===== config.mk =====
export PLATFORM = sky130hd
export DESIGN_NAME = store_aligner_queue
export DESIGN_NICKNAME = d
export VERILOG_FILES = /design/src/rtl/store_aligner_queue.sv
export SDC_FILE = /design/constraint.sdc
export NUM_CORES = 1
export LEC_CHECK = 0
export CAP_MARGIN = 20
export CORE_MARGIN = 4
export CORE_UTILIZATION = 49
export DETAILED_ROUTE_END_ITERATION = 10
export GPL_ROUTABILITY_DRIVEN = 0
export PLACE_DENSITY_LB_ADDON = 0.3
export SLEW_MARGIN = 25
export SYNTH_ARGS = -nofsm -noshare
export SYNTH_HDL_FRONTEND = slang
export SYNTH_SLANG_ARGS = --single-unit
export TNS_END_PERCENT = 10

===== constraint.sdc =====
create_clock -name clk -period 2.98 [get_ports clk]
set_input_delay 0.298 -clock clk [delete_from_list [all_inputs] [get_ports clk]]
set_output_delay 0.298 -clock clk [all_outputs]
set_load 0.05 [all_outputs]

===== src/rtl/store_aligner_queue.sv =====
// store_aligner_queue
//
// Write-side store path for the memory stage. SB/SH/SW stores are aligned into
// big-endian byte lanes (byte offset 0 = bits [31:24]) with matching per-byte
// write enables, then buffered in a small in-order FIFO and drained to data
// memory over a valid/ready port. Misaligned SH/SW stores are dropped and
// flagged for one cycle. Loads in the memory stage are compared against every
// pending store word so the pipeline can stall on a read-after-write hazard.
//
// Ports:
//   clk, rst_n     : clock, asynchronous active-low reset
//   st_valid       : store request valid
//   st_ready       : queue can accept (not full); depends on registered state only
//   st_opcode      : 6-bit opcode; SB, SH and SW are enqueued, others are absorbed
//   st_addr        : byte address of the store
//   st_data        : LSB-justified store data
//   mem_valid      : head entry valid (queue not empty)
//   mem_ready      : memory accepts the head entry
//   mem_addr       : word-aligned address of the head entry
//   mem_wdata      : lane-aligned write data of the head entry
//   mem_we         : byte enables of the head entry, bit3 = bits [31:24]
//   misaligned     : registered one-cycle pulse after a misaligned SH/SW
//   ld_check_addr  : address of the load currently in the memory stage
//   ld_hazard      : a pending store targets the same word as ld_check_addr
//   empty          : queue holds no entries
module store_aligner_queue #(
  parameter int DEPTH      = 4,
  parameter int DEPTH_LOG2 = 2
) (
  input  logic        clk,
  input  logic        rst_n,
  input  logic        st_valid,
  output logic        st_ready,
  input  logic [5:0]  st_opcode,
  input  logic [31:0] st_addr,
  input  logic [31:0] st_data,
  output logic        mem_valid,
  input  logic        mem_ready,
  output logic [31:0] mem_addr,
  output logic [31:0] mem_wdata,
  output logic [3:0]  mem_we,
  output logic        misaligned,
  input  logic [31:0] ld_check_addr,
  output logic        ld_hazard,
  output logic        empty
);

  localparam logic [5:0] OP_SB = 6'h28;
  localparam logic [5:0] OP_SH = 6'h29;
  localparam logic [5:0] OP_SW = 6'h2B;

  localparam logic [DEPTH_LOG2:0] FULL_COUNT = (DEPTH_LOG2 + 1)'(DEPTH);

  typedef struct packed {
    logic [29:0] waddr;
    logic [31:0] wdata;
    logic [3:0]  we;
  } entry_t;

  entry_t                entries_q [DEPTH];
  entry_t                entries_d [DEPTH];
  logic [DEPTH_LOG2-1:0] head_q, head_d;
  logic [DEPTH_LOG2-1:0] tail_q, tail_d;
  logic [DEPTH_LOG2:0]   count_q, count_d;
  logic                  misaligned_q, misaligned_d;

  logic [31:0] align_wdata;
  logic [3:0]  align_we;
  logic        align_ok;
  logic        align_bad;
  logic        accept;
  logic        enq;
  logic        deq;
  logic        unused_addr_bits;

  // The byte offset of the load does not matter: hazards are checked per word.
  assign unused_addr_bits = ^ld_check_addr[1:0];

  assign st_ready   = (count_q != FULL_COUNT);
  assign mem_valid  = (count_q != '0);
  assign empty      = (count_q == '0);
  assign misaligned = misaligned_q;

  // Head outputs are forced to zero while empty so that a drained or reset
  // queue never shows a stale entry on the memory port.
  assign mem_addr  = mem_valid ? {entries_q[head_q].waddr, 2'b00} : '0;
  assign mem_wdata = mem_valid ? entries_q[head_q].wdata : '0;
  assign mem_we    = mem_valid ? entries_q[head_q].we : '0;

  assign accept = st_valid & st_ready;
  assign enq    = accept & align_ok;
  assign deq    = mem_valid & mem_ready;

  // Lane alignment: replicate the store data across the word and select the
  // target lanes with the byte enables. Unknown opcodes neither enqueue nor flag.
  always_comb begin
    align_wdata = '0;
    align_we    = '0;
    align_ok    = 1'b0;
    align_bad   = 1'b0;
    if (st_opcode == OP_SB) begin
      align_wdata = {4{st_data[7:0]}};
      align_we    = 4'b1000 >> st_addr[1:0];
      align_ok    = 1'b1;
    end else if (st_opcode == OP_SH) begin
      if (st_addr[0]) begin
        align_bad = 1'b1;
      end else begin
        align_wdata = {2{st_data[15:0]}};
        align_we    = st_addr[1] ? 4'b0011 : 4'b1100;
        align_ok    = 1'b1;
      end
    end else if (st_opcode == OP_SW) begin
      if (st_addr[1:0] != 2'b00) begin
        align_bad = 1'b1;
      end else begin
        align_wdata = st_data;
        align_we    = 4'b1111;
        align_ok    = 1'b1;
      end
    end
  end

  // FIFO next state. Full blocks acceptance, so enqueue and dequeue never
  // target the same slot in one cycle.
  always_comb begin
    entries_d    = entries_q;
    head_d       = head_q;
    tail_d       = tail_q;
    count_d      = count_q;
    misaligned_d = accept & align_bad;
    if (enq) begin
      entries_d[tail_q] = '{waddr: st_addr[31:2], wdata: align_wdata, we: align_we};
      tail_d            = tail_q + 1'b1;
    end
    if (deq) begin
      head_d = head_q + 1'b1;
    end
    case ({enq, deq})
      2'b10:   count_d = count_q + 1'b1;
      2'b01:   count_d = count_q - 1'b1;
      default: count_d = count_q;
    endcase
  end

  // An entry is live when its distance from the head is below the count.
  always_comb begin
    logic [DEPTH_LOG2-1:0] offset;
    offset    = '0;
    ld_hazard = 1'b0;
    for (int i = 0; i < DEPTH; i++) begin
      offset = DEPTH_LOG2'(i) - head_q;
      if (({1'b0, offset} < count_q) &&
          (entries_q[i].waddr == ld_check_addr[31:2])) begin
        ld_hazard = 1'b1;
      end
    end
  end

  always_ff @(posedge clk or negedge rst_n) begin
    if (!rst_n) begin
      for (int i = 0; i < DEPTH; i++) begin
        entries_q[i] <= '0;
      end
      head_q       <= '0;
      tail_q       <= '0;
      count_q      <= '0;
      misaligned_q <= 1'b0;
    end else begin
      for (int i = 0; i < DEPTH; i++) begin
        entries_q[i] <= entries_d[i];
      end
      head_q       <= head_d;
      tail_q       <= tail_d;
      count_q      <= count_d;
      misaligned_q <= misaligned_d;
    end
  end

endmodule


==> results of run 1 <==
-- layer usage --
metal	track usage, %	up-vias	routed length [um]
li1	-	4301	-
met1	34.16	4876	15630
met2	37.35	359	17400
met3	3.940	76	2620
met4	6.303	2	972
met5	0	-	14
-- cells by family (layout without fill, tap and decap cells) --
logic type               Yosys count  count (layout)  synth area share [%]
AND/OR/NAND/NOR                  229             229                 8.876
adder cells (fa/ha/maj)           10              10                0.9571
flip-flops                       272             272                 49.12
buffers and inverters             89             281                 2.709
other                              1               3               0.02706
multiplexers                     230             230                 24.05
AO/OA/AOI/OAI                    145             145                 6.167
XOR/XNOR                         128             128                 8.090
-- cell usage in the layout (no fill, tap or decap), drive strengths merged, types with 7 or more instances in the layout --
master and instances:
xnor2 62, dfrtp 272, a22oi 16, nand2 105, mux2 164, mux4 66, a222oi 7, o21ai 103
inv 16, nor4 15, buf 104, clkdlybuf4s50 105, xor2 66, a21oi 7, nand4 19, ha 9
clkbuf 45, nor2b 68
-- power by group --
group	switching (mW)	internal (mW)	total, mW	leakage [nW]
Combinational	2.32	1.65	3.97	3.62
Sequential	0.374	4.11	4.48	3.73
Clock	1.48	2.62	4.10	0.557
Total	4.17	8.37	12.5	7.91
-- stage by stage --
stage / TNS (ps) / power [mW] / hold slack [ps] / cell area, um2 / setup WS [ps]
final: 0 / 12.54 / 306.5 / 17180 / 46.51
after global routing: -37.45 / 13.04 / 353.1 / 17180 / -37.45
after CTS: 0 / 12.52 / 337.8 / 17110 / 3.421
after detailed placement: 0 / 8.352 / 296.3 / 15940 / 209.6
after global placement: 0 / 8.301 / 288.0 / 15940 / 205.7
after floorplan: 0 / 7.035 / 2.409 / 13860 / 67.53
-- flip-flops by register name, summed over array words and instances, names as in the netlist --
| name | flops |
|---|---|
| count_q | 3 |
| entries_q | 264 |
| tail_q | 2 |
| misaligned | 1 |
| head_q | 2 |
-- how the worst max path moves through the flow --
stage / from / endpoint / depth (start not counted)
2_1_floorplan: head_q[0] / ld_hazard / 10
3_3_place_gp: ld_check_addr[31] / ld_hazard / 7
3_5_place_dp: ld_check_addr[31] / ld_hazard / 7
4_1_cts: head_q[1] / ld_hazard / 8
5_1_grt: head_q[1] / ld_hazard / 8
6_report: head_q[1] / ld_hazard / 8
-- layout make-up --
| cell class | instances | area, um2 | area share (%) |
|---|---|---|---|
| tap | 378 | 473.0 | 2.753 |
| timing repair buffer | 210 | 1928 | 11.22 |
| clock inverter | 10 | 181.4 | 1.056 |
| inverter | 16 | 60.06 | 0.3496 |
| antenna | 1 | 2.502 | 0.01457 |
| sequential | 272 | 6814 | 39.66 |
| clock buffer | 45 | 948.4 | 5.521 |
| multi-input combinational | 744 | 6771 | 39.42 |
-- repair_timing --
item / in CTS / in global routing
hold buffers: 1 / 0
gates resized for setup: 8 / 10
endpoints found under the hold margin: 65 / 0
gates cloned: 0 / 0
pin swaps: 5 / 4
endpoints found under the setup margin: 1 / 1
==> results_dict.tcl, run 1 <==
set metrics [dict create \
    status "finished, final reports clean" \
    final-hold-violation-count 0 \
    cts_setup_buffers 0 \
    drv_slew 0 \
    max_stage_delay_ps 470 \
    grt_pass1_vias 9924 \
    critPathRequiredTime_ps 2680 \
    fin_crit_ps 2933 \
    rsz0062_at_grt "yes" \
    yosysTopAreaCellShare_pct 49.12 \
    drc 0 \
    cts_tree "built" \
    vdd_drop_max_mv 0.5151 \
    maxCapViolations 0 \
    htreeDepth 1 \
    io_buffers 174 \
    path_cells "inv_1 -> ha_1 -> inv_1 -> a2111oi_4 -> nand4_1 -> or4_1 -> nand4_1 -> buf_12" \
    place_inst 1619 \
    path_max_fanout 5 \
    end_kind "output port" \
    nets 1390 \
    synth_common_cells "dfrtp_1, nand2_1, o21ai_0" \
    synth_cells 1104 \
    ant_nets 0 \
    chipHeight_um 176.2 \
    grt_max_degree 70 \
    worstRegToRegCells 6 \
    async_flop_share_pct 100.0 \
    clkLatencyLatePin_ps 540 \
    wire_per_inst_um 21.86 \
    rrSetupSlack_ps 420 \
    cp.arrival_ps 2640 \
    n_fill_cell 2160 \
    first_iter_violations 837 \
    cp_slowest_cell "dfrtp_4" \
    overflow 0 \
    area_delta_synth_final_pct 23.97 \
    grt_usage_pct 23.56 \
    final_cells 1676 \
    antenna_found_initial 2 \
    synthTopCellsByArea "dfrtp_1, mux4_2, mux2_2" \
    cp_top_family "simple AND/OR/NAND/NOR gates" \
    dp_hpwl_mm 25.09 \
    path_clk_slew_ps 60 \
    synth_warnings 0 \
    synth_edf_count 0 \
    die_area_um2 31030 \
    clock_path_buffers 3 \
    crit_type "flip-flop to output port" \
    syn_area_um2 13860 \
    power.leakage_nw 7.913 \
    cts-root-buf "clkbuf_16" \
    routed_via_density 5.736 \
    cp_num_buf_inv 3 \
    synth.most_common_cell "dfrtp_1" \
    start_kind "flip-flop" \
    r2r_start "count_q[0]" \
    hold_class "input pin to asynchronous set/reset pin" \
    rows 61 \
    fmax_mhz 340.9 \
    fin_util_pct 61.67 \
    cts-buffers-inserted 30 \
    synth_area_leader_cell "dfrtp_1" \
    first_pass_iters 6 \
    die_x_um 176.2 \
    drt_wl_total_mm 36.64 \
    setup_viol 0 \
    floorplan.initialDensity_pct 49.74 \
    grt_pass1_wl_mm 57.28 \
    core_area_um2 27860 \
    finClkSkew_ps 8.955 \
    rr_endpoint "entries_q[76]" \
    yosysUniqueCellTypes 42 \
    dr_total_vias 9614 \
    ioPinCount 179 \
    worstMarginPinSlew_ps 717.2 \
    ys_seq_area_share_pct 49.12 \
    clock-sinks 272 \
    synth_seq_cells 272 \
    avgSynthCellArea_um2 12.55 \
    power_density_nw_per_um2 730.1 \
    slew-limit-headroom_pct 52.19 \
    drive_gt1_share_pct 25.21 \
    yosys_most_used_dff "dfrtp_1" \
    finalCritPeriodShare_pct 98.44 \
]
(Power assumes the default switching activity.)
==> run 2: changes to the inputs <==
- ABC_AREA: default -> 1
==> run 2 against run 1 <==
Hold slack improved by 7.0 ps. Utilization is 0.43 points lower. Largest cell class unchanged. Clock power decreased by 12%. Clock-buffer cell count is 4 lower. Synthesized cell count increased by 76%. Via count grew 46%. Largest power group is now combinational cells. Sequential share of layout area decreased by 1.3 points. Total power rose by 46%.
==> results_dict.tcl, run 2 <==
set metrics [dict create \
    status "finished, final reports clean" \
    finalCritPeriodShare_pct 96.18 \
    yosys_most_used_dff "dfrtp_1" \
    slew-limit-headroom_pct 48.03 \
    ys_seq_area_share_pct 46.75 \
    path_max_fanout 36 \
    dp_slack_ps 246.8 \
    rows 62 \
    synth_area_leader_cell "dfrtp_1" \
    grt_max_degree 91 \
    synth_edf_count 0 \
    intPower_mw 9.835 \
    path_clk_slew_ps 60 \
    cp.arrival_ps 2570 \
    yosysTopAreaCellShare_pct 46.75 \
    avgSynthCellArea_um2 7.493 \
    synth_cells 1943 \
    grt_usage_pct 27.41 \
    synth_warnings 0 \
    ioPinCount 179 \
    finClkSkew_ps 5.038 \
    final_common_cell "nand2_1" \
    grt_pass1_wl_mm 73.31 \
    chipHeight_um 180.4 \
    floorplan.initialDensity_pct 50.18 \
    async_flop_share_pct 100.0 \
    combPwrFrac_pct 53.2 \
    fin_setup_tns_ps 0 \
    setup_viol 0 \
    top_usage_layer "met2" \
    htreeDepth 1 \
    rsz0062_at_grt "no" \
    power.share.clock_pct 19.7 \
    maxCapViolations 0 \
    top_regs "entries_q (264), count_q (3)" \
    crit_type "flip-flop to output port" \
    cts-root-buf "clkbuf_16" \
    grt_util_met3_pct 4.522 \
    place_inst 2425 \
    met1_usage_pct 36.82 \
    clock-sinks 272 \
    end_kind "output port" \
    n_fill_cell 2537 \
    overflow 0 \
    max_stage_delay_ps 460 \
    antenna_cells 0 \
    power_density_nw_per_um2 1031 \
    final_cells 2484 \
    die_x_um 180.4 \
    path_cells "nand2_2 -> buf_12 -> o22ai_1 -> a221oi_1 -> nor2_1 -> buf_4" \
    power.leakage_nw 9.011 \
    first_iter_violations 1512 \
    cp_slowest_cell "dfrtp_2" \
    switchingPower_mw 8.485 \
    sequentialPowerShare_pct 27.1 \
    r2r_start "count_q[1]" \
    drv_slew 0 \
    fin_worst_hold_slack_ps 313.6 \
    top_register "entries_q" \
    crit_start "head_q[1]" \
    die_area_um2 32530 \
    clkLatencyLatePin_ps 550 \
    yosysUniqueCellTypes 32 \
    synth_common_cells "nand2_1, o21ai_0, dfrtp_1" \
    final-hold-violation-count 0 \
    swShare_pct 46.32 \
    core_area_um2 29010 \
    dp_hpwl_mm 29.37 \
    cts_tree "built" \
    routed_via_density 5.647 \
    cts-buffers-inserted 30 \
    critPathRequiredTime_ps 2680 \
    use_met2_pct 44.82 \
    fmax_mhz 348.9 \
    fin_util_pct 61.23 \
    synth_seq_cells 272 \
    synth.most_common_cell "nand2_1" \
    fin_crit_ps 2866 \
    largest_reg_flops 264 \
    start_kind "flip-flop" \
    fin_ws_ps 113.9 \
    clock_path_buffers 3 \
    hold_class "input pin to asynchronous set/reset pin" \
    ant_nets 0 \
    antenna_found_initial 1 \
    worstMarginPinSlew_ps 778.7 \
    syn_area_um2 14560 \
    nets 2193 \
    vdd_drop_max_mv 0.7502 \
    drc 0 \
    io_buffers 174 \
    grt_pass1_vias 13890 \
    synthTopCellsByArea "dfrtp_1, nand2_1, o21ai_0" \
    drive_gt1_share_pct 8.524 \
    area_delta_synth_final_pct 22.03 \
    wire_per_inst_um 18.34 \
    final_cell_mix "nand2_1, o21ai_0, dfrtp_1, inv_1, nor2_1" \
    dr_total_vias 14030 \
    drt_wl_total_mm 45.56 \
    first_pass_iters 6 \
]
## run 2: cell count changes after synthesis, moves of 18 or more
cell	delta
nand2_1	+549
inv_1	+205
o21ai_0	+174
nor2_1	+138
mux2_2	-83
mux2_1	-81
nor2b_1	-68
a221oi_1	+66
mux4_2	-66
o22ai_1	+66
xnor2_1	-50
xor2_1	-44
nand3_1	+43
clkbuf_1	+18
## run 2: path summary, 6_finish.rpt
check / end / slack, ps / depth (start not counted)
hold / removal: entries_q[184] / 310 / 2
setup / recovery: mem_addr[8] / 110 / 6
hold reg to reg: count_q[1] / 480 / 2
min in group clk: entries_q[261] / 380 / 3
max in group asynchronous: entries_q[234] / 1760 / 3
setup reg to reg: count_q[2] / 520 / 11
## run 2: cell families (layout without fill, tap and decap cells)
kind of cell,Yosys count,count (layout),synth area share [%]
other,1,2,0.02576
flip-flops,272,272,46.75
adder cells (fa/ha/maj),10,10,0.9110
AO/OA/AOI/OAI,433,433,17.33
XOR/XNOR,34,34,2.045
buffers and inverters,330,486,9.591
AND/OR/NAND/NOR,863,863,23.34
## run 2: through the flow
| step | area [um2] | total power, mW |
|---|---|---|
| 2_1_floorplan | 14560 | 10.90 |
| 3_3_place_gp | 16760 | 14.49 |
| 3_5_place_dp | 16760 | 14.62 |
| 4_1_cts | 17730 | 18.28 |
| 5_1_grt | 17770 | 19.25 |
| 6_report | 17770 | 18.32 |
## run 2: area by class of cell
class,count,area [um2],area share [%]
clock buffer,41,883.3,4.972
inverter,221,832.0,4.683
multi-input combinational,1342,6395,36.00
tap,384,480.5,2.704
clock inverter,14,78.83,0.4437
timing repair buffer,210,2287,12.87
sequential,272,6809,38.33
## run 2: what timing repair did
| item | CTS | global route |
|---|---|---|
| hold endpoints to repair | 75 | 0 |
| setup buffers | 0 | 3 |
| endpoints found under the setup margin | 1 | 5 |
| hold buffers | 1 | 0 |
| gates resized for setup | 2 | 4 |
## run 2: worst max-delay path, delay by kind of cell (launching register included)
kind	cells	cell delay, ps
simple gates	2	470
flops	1	460
buf+inv	2	510
compound gates	2	520
## run 2: routing by layer
metal	share of wire (%)	vias to the layer above
li1	-	6531
met2	46	771
met4	3.9	2
met3	9.3	136
met5	0.042	-
met1	40	6588
## run 2: power groups by stage
stage | clock (mW) | sequential [mW] | combinational, mW
finish | 3.61 | 4.97 | 9.74
global route | 3.80 | 5.06 | 10.4
CTS | 3.63 | 4.97 | 9.68
detailed placement | 0 | 5.02 | 9.59
global placement | 0 | 4.99 | 9.50
floorplan | 0 | 4.90 | 6.00
